File: src/rtl/hilo_div.sv
// hilo_div: HI/LO special registers plus an optional iterative divider.
// Ports:
//   clk, rst           - clock, synchronous active-high reset
//   we_i, hi_i, lo_i   - HI/LO write from write-back
//   hi_o, lo_o         - HI/LO register contents (no bypass)
//   div_start_i        - divide request, held until result consumed
//   div_annul_i        - cancel in-flight divide
//   signed_div_i       - 1 = DIV, 0 = DIVU
//   opdata1_i/2_i      - dividend / divisor
//   div_result_o       - {remainder, quotient}
//   div_ready_o        - result valid
//   busy_o             - stall request
// Build option: define HILO_DIV_EN to include the divider; otherwise
// only HI/LO exist and all divider outputs are tied to zero.
module hilo_div (
    input  logic        clk,
    input  logic        rst,
    input  logic        we_i,
    input  logic [31:0] hi_i,
    input  logic [31:0] lo_i,
    output logic [31:0] hi_o,
    output logic [31:0] lo_o,
    input  logic        div_start_i,
    input  logic        div_annul_i,
    input  logic        signed_div_i,
    input  logic [31:0] opdata1_i,
    input  logic [31:0] opdata2_i,
    output logic [63:0] div_result_o,
    output logic        div_ready_o,
    output logic        busy_o
);

    logic [31:0] hi_q;
    logic [31:0] lo_q;

    always_ff @(posedge clk) begin
        if (rst) begin
            hi_q <= '0;
            lo_q <= '0;
        end else if (we_i) begin
            hi_q <= hi_i;
            lo_q <= lo_i;
        end
    end

    assign hi_o = hi_q;
    assign lo_o = lo_q;

`ifdef HILO_DIV_EN

    typedef enum logic [1:0] {
        S_IDLE   = 2'd0,
        S_BYZERO = 2'd1,
        S_ON     = 2'd2,
        S_END    = 2'd3
    } state_t;

    state_t      state_q;
    logic [5:0]  cnt_q;
    logic [31:0] rem_q;
    logic [31:0] quo_q;
    logic [31:0] dsr_q;
    logic        qneg_q;
    logic        rneg_q;
    logic [63:0] result_q;
    logic        ready_q;

    logic [31:0] mag1;
    logic [31:0] mag2;
    logic [32:0] partial;
    logic [32:0] diff;
    logic [31:0] rem_d;
    logic [31:0] quo_d;
    logic [31:0] quo_fix;
    logic [31:0] rem_fix;

    // Magnitudes only for signed divides; 0x80000000 maps onto itself,
    // which is the correct unsigned magnitude.
    always_comb begin
        mag1 = opdata1_i;
        mag2 = opdata2_i;
        if (signed_div_i && opdata1_i[31]) mag1 = 32'd0 - opdata1_i;
        if (signed_div_i && opdata2_i[31]) mag2 = 32'd0 - opdata2_i;
    end

    // One restoring step: shift the next dividend bit into the partial
    // remainder and keep the subtraction only if it did not borrow.
    always_comb begin
        partial = {rem_q, quo_q[31]};
        diff    = partial - {1'b0, dsr_q};
        if (!diff[32]) begin
            rem_d = diff[31:0];
            quo_d = {quo_q[30:0], 1'b1};
        end else begin
            rem_d = partial[31:0];
            quo_d = {quo_q[30:0], 1'b0};
        end
    end

    assign quo_fix = qneg_q ? (32'd0 - quo_q) : quo_q;
    assign rem_fix = rneg_q ? (32'd0 - rem_q) : rem_q;

    always_ff @(posedge clk) begin
        if (rst) begin
            state_q  <= S_IDLE;
            cnt_q    <= '0;
            rem_q    <= '0;
            quo_q    <= '0;
            dsr_q    <= '0;
            qneg_q   <= 1'b0;
            rneg_q   <= 1'b0;
            result_q <= '0;
            ready_q  <= 1'b0;
        end else begin
            unique case (state_q)
                S_IDLE: begin
                    if (div_start_i && !div_annul_i) begin
                        if (opdata2_i == 32'd0) begin
                            state_q <= S_BYZERO;
                        end else begin
                            state_q <= S_ON;
                            cnt_q   <= '0;
                            rem_q   <= '0;
                            quo_q   <= mag1;
                            dsr_q   <= mag2;
                            qneg_q  <= signed_div_i &
                                       (opdata1_i[31] ^ opdata2_i[31]);
                            rneg_q  <= signed_div_i & opdata1_i[31];
                        end
                    end
                end
                S_BYZERO: begin
                    if (div_annul_i) begin
                        state_q <= S_IDLE;
                    end else begin
                        state_q  <= S_END;
                        result_q <= '0;
                        ready_q  <= 1'b1;
                    end
                end
                S_ON: begin
                    if (div_annul_i) begin
                        state_q <= S_IDLE;
                    end else if (cnt_q != 6'd32) begin
                        rem_q <= rem_d;
                        quo_q <= quo_d;
                        cnt_q <= cnt_q + 6'd1;
                    end else begin
                        state_q  <= S_END;
                        result_q <= {rem_fix, quo_fix};
                        ready_q  <= 1'b1;
                    end
                end
                S_END: begin
                    if (!div_start_i) begin
                        state_q  <= S_IDLE;
                        result_q <= '0;
                        ready_q  <= 1'b0;
                    end
                end
                default: state_q <= S_IDLE;
            endcase
        end
    end

    assign div_result_o = result_q;
    assign div_ready_o  = ready_q;
    assign busy_o = (state_q == S_ON) || (state_q == S_BYZERO) ||
                    ((state_q == S_IDLE) && div_start_i && !div_annul_i);

`else

    logic unused_div;
    assign unused_div = ^{div_start_i, div_annul_i, signed_div_i,
                          opdata1_i, opdata2_i};

    assign div_result_o = '0;
    assign div_ready_o  = 1'b0;
    assign busy_o       = 1'b0;

`endif

endmodule

File: config.mk
export PLATFORM = sky130hd
export DESIGN_NAME = hilo_div
export DESIGN_NICKNAME = d
export VERILOG_FILES = /design/src/rtl/hilo_div.sv
export SDC_FILE = /design/constraint.sdc
export NUM_CORES = 1
export LEC_CHECK = 0
export BUFFER_PORTS_ARGS = -buffer_cell sky130_fd_sc_hd__buf_2
export CORE_AREA = 2 2 101 103
export CTS_CLUSTER_DIAMETER = 120
export DETAILED_ROUTE_END_ITERATION = 12
export DIE_AREA = 0 0 103 105
export PLACE_DENSITY = 0.7
export SYNTH_ARGS = -nofsm -noshare
export SYNTH_HDL_FRONTEND = slang
export SYNTH_SLANG_ARGS = --single-unit
File: constraint.sdc
create_clock -name clk -period 0.9 [get_ports clk]
set_input_delay 0.09 -clock clk [delete_from_list [all_inputs] [get_ports clk]]
set_output_delay 0.09 -clock clk [all_outputs]
set_load 0.01 [all_outputs]
* Word level (Yosys, flattened, before mapping)
Index checks and enable logic that the tools add are counted.
** Word-level totals
- Register bits after elaboration :: 64
- Bits of input ports :: 134
- Output and inout port bits :: 130
- Word-level logic and storage cells :: 2

* Depth between registers and ports, before layout
Gate-level depths: netlist (run 1).
- Depth after elaboration :: 0
- Gate-level depth with buffers :: 4
- Depth with buffers taken out :: 2

* Worst setup path before layout (run 1)
No wires, ideal clock.
- Path type :: input -> register
- Start :: in we_i
- End :: reg hi_q[0] (netlist: hi_o[0])
- Setup time :: 128 ps
- Arrival :: 616 ps
- Required time :: 772 ps
- Path slack :: 156 ps
- Cell stages on the path :: 4
- Buffers on the path :: 2
- Path through :: buf_6 -> buf_8 -> mux2i_1 -> nor2_1
** RTL lines
- start: declaration :: line 18 : input logic we_i,
- end signal: assignment :: line 41 : hi_q <= hi_i;
- end: declaration :: line 33 : logic [31:0] hi_q;

* Worst setup path after layout (run 1)
- Start :: reg lo_q[22] (netlist: lo_o[22])
- End :: out lo_o[22]
** RTL lines
- start: declaration :: line 34 : logic [31:0] lo_q;
- start signal: assignment :: line 42 : lo_q <= lo_i;
- end: declaration :: line 22 : output logic [31:0] lo_o,
No word-level cell between the ends.

==> results of run 1 <==
-- logic make-up (layout without fill, tap and decap cells) --
kind of cell / after synthesis / after routing
simple gates: 64 / 64
buf+inv: 80 / 220
other cells: 1 / 66
mux: 64 / 64
flops: 64 / 64
-- registers in the layout (all words and copies together) (netlist names) --
register	count
lo_o	32
hi_o	32
-- stage by stage --
stage / hold WS, ns / power (mW)
floorplan: 0.237 / 3.93
global placement: 0.323 / 4.05
detailed placement: 0.335 / 4.08
CTS: 0.00278 / 6.97
global route: 0.0188 / 7.43
finish: 0.0206 / 7.03
-- layout by cell type (no fill, tap or decap) --
cell,n
buf_12,3
buf_2,68
buf_4,13
buf_6,61
bufinv_16,1
clkbuf_1,2
clkbuf_8,11
clkinv_2,2
conb_1,66
dfxtp_1,1
dfxtp_2,63
dlygate4sd3_1,59
mux2i_1,64
nor2_1,64
-- per-layer routing --
metal  track usage (%)  vias to the layer above  wire length (um)
met5                 0                        -                 0
met4              5.73                        0               225
met3              5.35                       23               671
met2              23.4                      144              4050
met1              13.0                     1083              2720
li1                  -                     1149                 -
-- power by group through the flow --
stage	registers, mW	logic (mW)	clock network, mW
after global routing	3.18	1.51	2.75
after global placement	3.13	0.919	0
after CTS	3.13	1.24	2.60
after floorplan	3.23	0.707	0
final	3.16	1.38	2.49
after detailed placement	3.14	0.941	0
-- how the worst max path moves through the flow --
stage,slack (ns),cells after the start,endpoint,from
after global routing,-0.03,1,hi_o[29],hi_o[29]$_SDFFE_PP0P_
after floorplan,0.16,4,hi_o[0]$_SDFFE_PP0P_,we_i
after CTS,-0.001,1,hi_o[20],hi_o[20]$_SDFFE_PP0P_
after detailed placement,-0.01,4,hi_o[23]$_SDFFE_PP0P_,we_i
final,0.02,1,lo_o[22],lo_o[22]$_SDFFE_PP0P_
after global placement,0.02,4,lo_o[5]$_SDFFE_PP0P_,we_i
-- Yosys cell counts --
| library cell | count | area share, % |
|---|---|---|
| nor2_1 | 64 | 8.6 |
| buf_4 | 66 | 18 |
| mux2i_1 | 64 | 23 |
| conb_1 | 1 | 0.13 |
| buf_6 | 1 | 0.40 |
| buf_8 | 6 | 3.2 |
| dfxtp_1 | 64 | 46 |
| buf_1 | 6 | 0.81 |
| clkbuf_2 | 1 | 0.18 |
-- what timing repair did --
| action | in CTS | in global routing |
|---|---|---|
| hold buffers | 59 | 0 |
| endpoints found under the setup margin | 55 | 62 |
| setup buffers | 0 | 8 |
| hold endpoints to repair | 59 | 0 |
| resized for setup | 90 | 34 |
-- area by class of cell --
type	count	area (um2)
fill	830	5010
timing repair buffer	204	1780
tap	133	166
multi-input combinational	194	1130
clock buffer	13	159
clock inverter	3	40.0
sequential	64	1360
==> run metrics, run 1 <==
final net count 607; Final Non-Filler Cells 611; Place WS -0.0145 ns; maxcap violations 0; Initial Util 28.9%; combinational share of power 19.6%; Critical Path End Type output pin; Worst EP required 0.81 ns; mapped cell area 2790 um2; status completed; fin crit period 0.881 ns; post-synthesis sequential area ratio 45.9%; fin crit share 97.9%; chip width 103 um; Mapped Avg Cell Area 10.2 um2; clk buf depth 2; Placed Area 3320 um2; mux contribution to synthesized area 23.0%; CP startpoint kind flop; Syn Inst Count 273; Antenna Nets Post-Route 0; CP max FO 2; worst min path class in -> reg; Die Ht 105 um; Reg clk slew, reported paths 0.07 ns; R2R Setup Slk 0.09 ns; DR vias 2,399; critical path buffer and inverter count 1; CP max-delay cell dfxtp_2; wire length per cell 12.5 um; Clk pwr share 35.4%; DIE AREA 10,800 um2; XOR/XNOR Fraction of Synth Area 0%; core area 9640 um2; Synth Register Bits 64; Worst R2R Start hi_o[30]$_SDFFE_PP0P_; Arr. time, crit path 0.79 ns; drt pass-1 iters 4; total clock sinks 64; Synth Area in Adders 0%; vias per cell 3.93; main combinational cell family by area after synthesis multiplexers; Synth Area in Compound Gates 0%; Peak VDD IR 0.000747 V; Hold Fails Final Rpt 0; Post-DP HPWL 4100 um; CTS Buf Count 9; Final WS setup 0.0189 ns; CP top delay family flip-flops; warnings from Yosys 0; RR Endpoint hi_o[30]$_SDFFE_PP0P_; hold path endpoint hi_o[2]$_SDFFE_PP0P_; vias in the first global route 2,319; TritonCTS clock tree done; fin area 4630 um2; I/O pins 264; Simple-Gate Fraction of Synth Area 8.61%; Fin Setup TNS 0 ns; Power Density 1520 nW/um2; Port Buffer Count 130; share of layout cells above drive strength 1 46.4%; P_sw 1.79 mW; Layout Utilization 48.0%; peak per-stage delay on the critical path 0.35 ns; gpl congestion 0.703; pin count of the biggest net entering global routing 65; gr usage total 13.1%; worst r2r path cells 3; part of the power in registers 44.9%; antenna violations before repair 0; std cell rows 36; H-tree levels 3; CP Cell Sequence buf_6; Iter 0 DRT Violations 31; Root Driver clkbuf_8; max-slew violations 0; crit path kind reg -> out; Setup violations, final 0; Area Overhead vs Synth 65.9%; clk_skew 0 ns; maximum clock rate 1.13 GHz; Int Pwr 5.24 mW; Worst-Skew Late Latency 0.32 ns; RSZ-0062 raised after global routing true; hold path start hi_i[2]; DRC Markers 0; global route overflow 0; routed wire length 7670 um; Placed Instances 528; Leak 2.35 nW; sw frac 25.5%; Cells on Worst Hold Path 3; diodes inserted 0; Distinct cells, synth 9; first-pass GRT wire length 10,800 um
No activity file was read; power rests on OpenSTA's default activity.
==> inputs of run 2 (changes only) <==
ABC_AREA = 1   (was default)
CORE_AREA = 2 2 102 104   (was 2 2 101 103)
DIE_AREA = 0 0 104 106   (was 0 0 103 105)
PLACE_DENSITY = 0.73   (was 0.7)
==> run metrics, run 2 <==
status completed; Post-DP HPWL 4360 um (+6.4%); Synth Register Bits 64 (unchanged); Synth Area in Adders 0% (unchanged); global route overflow 0 (unchanged); Leak 2.53 nW (+7.8%); clk_skew 0 ns (unchanged); crit path to hi_o[1]; DIE AREA 11,000 um2 (+1.9%); part of the power in registers 42.6% (-2.3 points); gpl congestion 0.705 (+0.28%); Arr. time, crit path 0.78 ns (about the same); total clock sinks 64 (unchanged); final net count 735 (+21%); warnings from Yosys 0 (unchanged); Worst-Skew Late Latency 0.33 ns (about the same); Power Density 1720 nW/um2 (+13%); Hold Fails Final Rpt 0 (unchanged); peak per-stage delay on the critical path 0.33 ns (-0.02 ns); share of layout cells above drive strength 1 36.1% (-10 points); max-slew violations 0 (unchanged); DRC Markers 0 (unchanged); CP max FO 2 (unchanged); wire length per cell 8.63 um (-31%); Place WS 0.116 ns (+0.131 ns); sw frac 25.1% (-0.41 points); Peak VDD IR 0.000751 V (+0.62%); CP Depth 1 (unchanged); Fin Setup TNS 0 ns (unchanged); Antenna Nets Post-Route 0 (unchanged); routed wire length 6400 um (-16%); GR Util met1 12.2% (-0.73 points); top cells by area, synth dfxtp_1, buf_4, nand2_1, nor2_1, inv_1; most frequent cells after synthesis nand2_1, nor2_1, buf_4; mux contribution to synthesized area 0% (-23 points); vias per cell 3.68 (-6.3%); DR vias 2,729 (+14%); Port Buffer Count 130 (unchanged); TritonCTS clock tree done; EDFF count, synth 0 (unchanged); CP Cell Sequence buf_6; combinational share of power 17.4% (-2.2 points); hold_ws 0.0330 ns (+0.0124 ns); Int Pwr 5.63 mW (+7.5%); critical path buffer and inverter count 1 (unchanged); fin crit period 0.870 ns (-0.0115 ns); CTS Buf Count 9 (unchanged); maximum clock rate 1.15 GHz (+1.3%); Synth area leader dfxtp_1; antenna violations before repair 0 (unchanged); worst r2r path cells 3 (unchanged); Syn Inst Count 472 (+73%); R2R Setup Slk 0.22 ns (+0.13 ns); Reg clk slew, reported paths 0.07 ns (about the same); M3 GR Usage 4.11% (-1.2 points); crit path kind reg -> out; Synth Area in Compound Gates 0% (unchanged); gr usage total 11.2% (-1.9 points); share of the synthesized area in the top cell type 40.5% (-5.4 points); diodes inserted 0 (unchanged); mapped cell area 3170 um2 (+13%); post-synthesis sequential area ratio 40.5% (-5.4 points); Clk pwr share 40.0% (+4.6 points); first-pass GRT wire length 9990 um (-7.5%); GRT busiest layer met2; core area 10000 um2 (+3.7%); Worst EP required 0.81 ns (about the same); CP max-delay cell dfxtp_2; cts-stage hold buffer count 0 (-100%); fin crit share 96.6% (-1.3 points); Mapped Avg Cell Area 6.71 um2 (-34%); grt met2 use 19.1% (-4.3 points); pin count of the biggest net entering global routing 52 (-20%); Post-synth ARST share 0% (unchanged); Initial Util 31.7% (+2.7 points); RR Endpoint lo_o[29]$_SDFFE_PP0P_; drt pass-1 iters 4 (unchanged); maxcap violations 0 (unchanged); XOR/XNOR Fraction of Synth Area 0% (unchanged); chip width 104 um (+0.97%); Worst R2R Start lo_o[29]$_SDFFE_PP0P_; I/O pins 264 (unchanged); H-tree levels 3 (unchanged); Simple-Gate Fraction of Synth Area 30.4% (+22 points); commonest non-fill, non-tap cells in the layout nor2_1, nand2_1, buf_2, conb_1; vias in the first global route 2,294 (-1.1%); Distinct cells, synth 9 (unchanged); Setup violations, final 0 (unchanged); std cell rows 37 (+2.8%); CP startpoint kind flop; RSZ-0062 raised after global routing true; Root Driver clkbuf_8; top_reg_cell synth dfxtp_1; clk buf depth 2 (unchanged); Critical Path End Type output pin; worst min path class in -> reg; Area Overhead vs Synth 37.8%; CP top delay family flip-flops; P_sw 1.89 mW (+5.2%); critical path startpoint hi_o[1]$_SDFFE_PP0P_; Iter 0 DRT Violations 84 (+170%); Final WS setup 0.0304 ns (+0.0115 ns); main combinational cell family by area after synthesis simple AND/OR/NAND/NOR gates; Die Ht 106 um (+0.95%)
==> run 2: changes by cell type after synthesis, sizes merged <==
cell / delta
buf: +7
nor2: +64
mux2i: -64
inv: +65
clkbuf: -1
nand2: +128
==> run 2: kinds of logic after synthesis <==
group,after synthesis
DFF,64
buffers and inverters,151
and+or+nand+nor,256
other,1
==> run 2: area by class of cell <==
type / count / area [um2]
well taps: 136 / 170
inverters: 65 / 244
repair buffers: 139 / 1130
clock buffers: 11 / 141
fillers: 1032 / 5640
flip-flops and latches: 64 / 1360
clock inverters: 5 / 104
multi-input cells: 322 / 1210
==> run 2: metal layers <==
| metal | vias to the layer above | share of wire [%] |
|---|---|---|
| li1 | 1467 | - |
| met1 | 1135 | 42 |
| met2 | 118 | 48 |
| met3 | 9 | 8.0 |
| met4 | 0 | 2.0 |
| met5 | - | 0 |
==> run 2: worst min-delay path by stage <==
stage	startpoint	to	slack, ns	cells after the start
floorplan	rst	hi_o[29]$_SDFFE_PP0P_	0.27	3
global placement	hi_i[2]	hi_o[2]$_SDFFE_PP0P_	0.37	5
detailed placement	lo_i[30]	lo_o[30]$_SDFFE_PP0P_	0.38	5
CTS	lo_i[30]	lo_o[30]$_SDFFE_PP0P_	0.009	5
global route	lo_i[0]	lo_o[0]$_SDFFE_PP0P_	0.02	5
finish	lo_i[6]	lo_o[6]$_SDFFE_PP0P_	0.03	5
==> run 2: power groups by stage <==
stage / sequential [mW] / combinational [mW] / clock, mW
detailed placement: 3.18 / 1.10 / 0
CTS: 3.16 / 1.16 / 3.12
global route: 3.23 / 1.46 / 3.26
global placement: 3.18 / 1.09 / 0
finish: 3.21 / 1.31 / 3.01
floorplan: 3.28 / 0.826 / 0
==> run 2: repair_timing <==
item | in CTS | in global routing
gates cloned | 0 | 0
endpoints found under the setup margin | 49 | 63
hold endpoints to repair | 0 | 0
buffers inserted | 0 | 3
resized for setup | 66 | 58
==> run 2: metrics by stage <==
stage / total power, mW / std cells / cell area (um2) / util (%)
floorplan: 4.11 / 537 / 3410 / -
global placement: 4.27 / 723 / 3640 / 36.4
detailed placement: 4.28 / 723 / 3640 / 36.4
CTS: 7.44 / 739 / 4050 / 40.5
global route: 7.95 / 742 / 4360 / 43.6
finish: 7.52 / 742 / 4360 / 43.6
==> inputs of run 3 (changes only) <==
--- a/config.mk
+++ b/config.mk
@@ -13,3 +13,5 @@
 export DIE_AREA = 0 0 104 106
+export HOLD_SLACK_MARGIN = 0.1
 export PLACE_DENSITY = 0.73
+export SETUP_SLACK_MARGIN = 0.3
 export SYNTH_ARGS = -nofsm -noshare
--- a/constraint.sdc
+++ b/constraint.sdc
@@ -3,2 +3,2 @@
 set_output_delay 0.09 -clock clk [all_outputs]
-set_load 0.01 [all_outputs]
+set_load 0.005 [all_outputs]
==> run metrics, run 3 (synthesis results as in run 2) <==
CP max-delay cell dfxtp_2; total clock sinks 64 (unchanged); Final Non-Filler Cells 737 (-0.67%); gr usage total 11.0% (-0.17 points); fin crit period 0.861 ns (-0.00846 ns); Setup violations, final 0 (unchanged); DR vias 2,721 (-0.29%); worst min path class in -> reg; CP top delay family flip-flops; commonest non-fill, non-tap cells in the layout nand2_1, nor2_1, buf_2, conb_1; global route overflow 0 (unchanged); antenna violations before repair 0 (unchanged); vias in the first global route 2,254 (-1.7%); CP Depth 1 (unchanged); worst r2r path cells 3 (unchanged); routed wire length 6120 um (-4.4%); max-slew violations 0 (unchanged); share of layout cells above drive strength 1 39.3% (+3.1 points); CP max FO 2 (unchanged); maxcap violations 0 (unchanged); RSZ-0062 raised after global routing true; Area Overhead vs Synth 29.8%; gpl congestion 0.722 (+2.3%); Reg clk slew, reported paths 0.07 ns (about the same); H-tree levels 3 (unchanged); crit path kind reg -> out; Critical Path End Type output pin; drt pass-1 iters 4 (unchanged); status completed; vias per cell 3.69 (+0.38%); first-pass GRT wire length 9870 um (-1.2%); Initial Util 31.7% (unchanged); Port Buffer Count 130 (unchanged); total power 6.23 mW (-17%); clk_skew 0 ns (unchanged); peak per-stage delay on the critical path 0.32 ns (about the same); fin crit share 95.7% (-0.94 points); Hold Fails Final Rpt 0 (unchanged); std cell rows 37 (unchanged); Worst EP required 0.81 ns (about the same); Arr. time, crit path 0.77 ns (about the same); Final WS setup 0.0389 ns (+0.00846 ns); CP startpoint kind flop; Root Driver clkbuf_8; Place WS 0.0632 ns (-0.0529 ns); clk buf depth 2 (unchanged); Layout Utilization 41.1% (-2.5 points); DRC Markers 0 (unchanged); final net count 733 (-0.27%); commonest non-fill, non-tap cell in the layout nand2_1; I/O pins 264 (unchanged); pin count of the biggest net entering global routing 57 (+9.6%); Leak 2.44 nW (-3.5%); CP Cell Sequence buf_2; CTS Buf Count 9 (unchanged); Placed Instances 723 (unchanged); R2R Setup Slk 0.25 ns (+0.03 ns); diodes inserted 0 (unchanged); hold_ws 0.0412 ns (+0.00823 ns); Worst-Skew Late Latency 0.32 ns (about the same); wire length per cell 8.30 um (-3.8%); TritonCTS clock tree done; Fin Setup TNS 0 ns (unchanged); critical path buffer and inverter count 1 (unchanged); Power Density 1520 nW/um2 (-12%); Peak VDD IR 0.000518 V (-31%); Die Ht 106 um (unchanged); Iter 0 DRT Violations 115 (+37%); Cells on Worst Hold Path 5 (unchanged); Antenna Nets Post-Route 0 (unchanged); fin area 4110 um2 (-5.8%); DIE AREA 11,000 um2 (unchanged); Post-DP HPWL 4310 um (-1.2%); maximum clock rate 1.16 GHz (+0.98%); chip width 104 um (unchanged); core area 10000 um2 (unchanged); Placed Area 3650 um2 (+0.34%)
-- run 3: layer usage --
layer	track usage, %	vias up	wire length, um
li1	-	1453	-
met1	12.6	1151	2690
met2	18.5	111	2870
met3	4.29	6	485
met4	4.34	0	74
met5	0	-	0
-- run 3: worst min-delay path: cells and delay by family --
family	cells	cell delay [ns]
buf+inv	2	0.13
simple gates	3	0.12
-- run 3: power breakdown --
group          switching [mW]  leakage, nW  total [mW]  internal [mW]
Combinational           0.538         1.82        1.08          0.539
Sequential              0.117        0.551        3.19           3.07
Clock                    1.02       0.0728        1.97          0.941
-- run 3: repair_timing --
item / CTS / global route
gates resized for setup: 79 / 33
buffers inserted: 1 / 0
pin swaps: 0 / 2
setup endpoints to repair: 64 / 89
hold endpoints to repair: 64 / 62
-- run 3: layout make-up --
cell class / count / area (um2)
fillers: 1070 / 5890
flip-flops and latches: 64 / 1360
multi-input cells: 322 / 1270
repair buffers: 137 / 918
inverters: 65 / 244
well taps: 136 / 170
clock buffers: 9 / 124
clock inverters: 4 / 25.0
-- run 3: path summary, 6_finish.rpt --
kind,start,to
min,lo_i[22],lo_o[22]$_SDFFE_PP0P_
max reg2reg,lo_o[23]$_SDFFE_PP0P_,lo_o[23]$_SDFFE_PP0P_
min reg2reg,lo_o[15]$_SDFFE_PP0P_,lo_o[15]$_SDFFE_PP0P_
max,lo_o[9]$_SDFFE_PP0P_,lo_o[9]
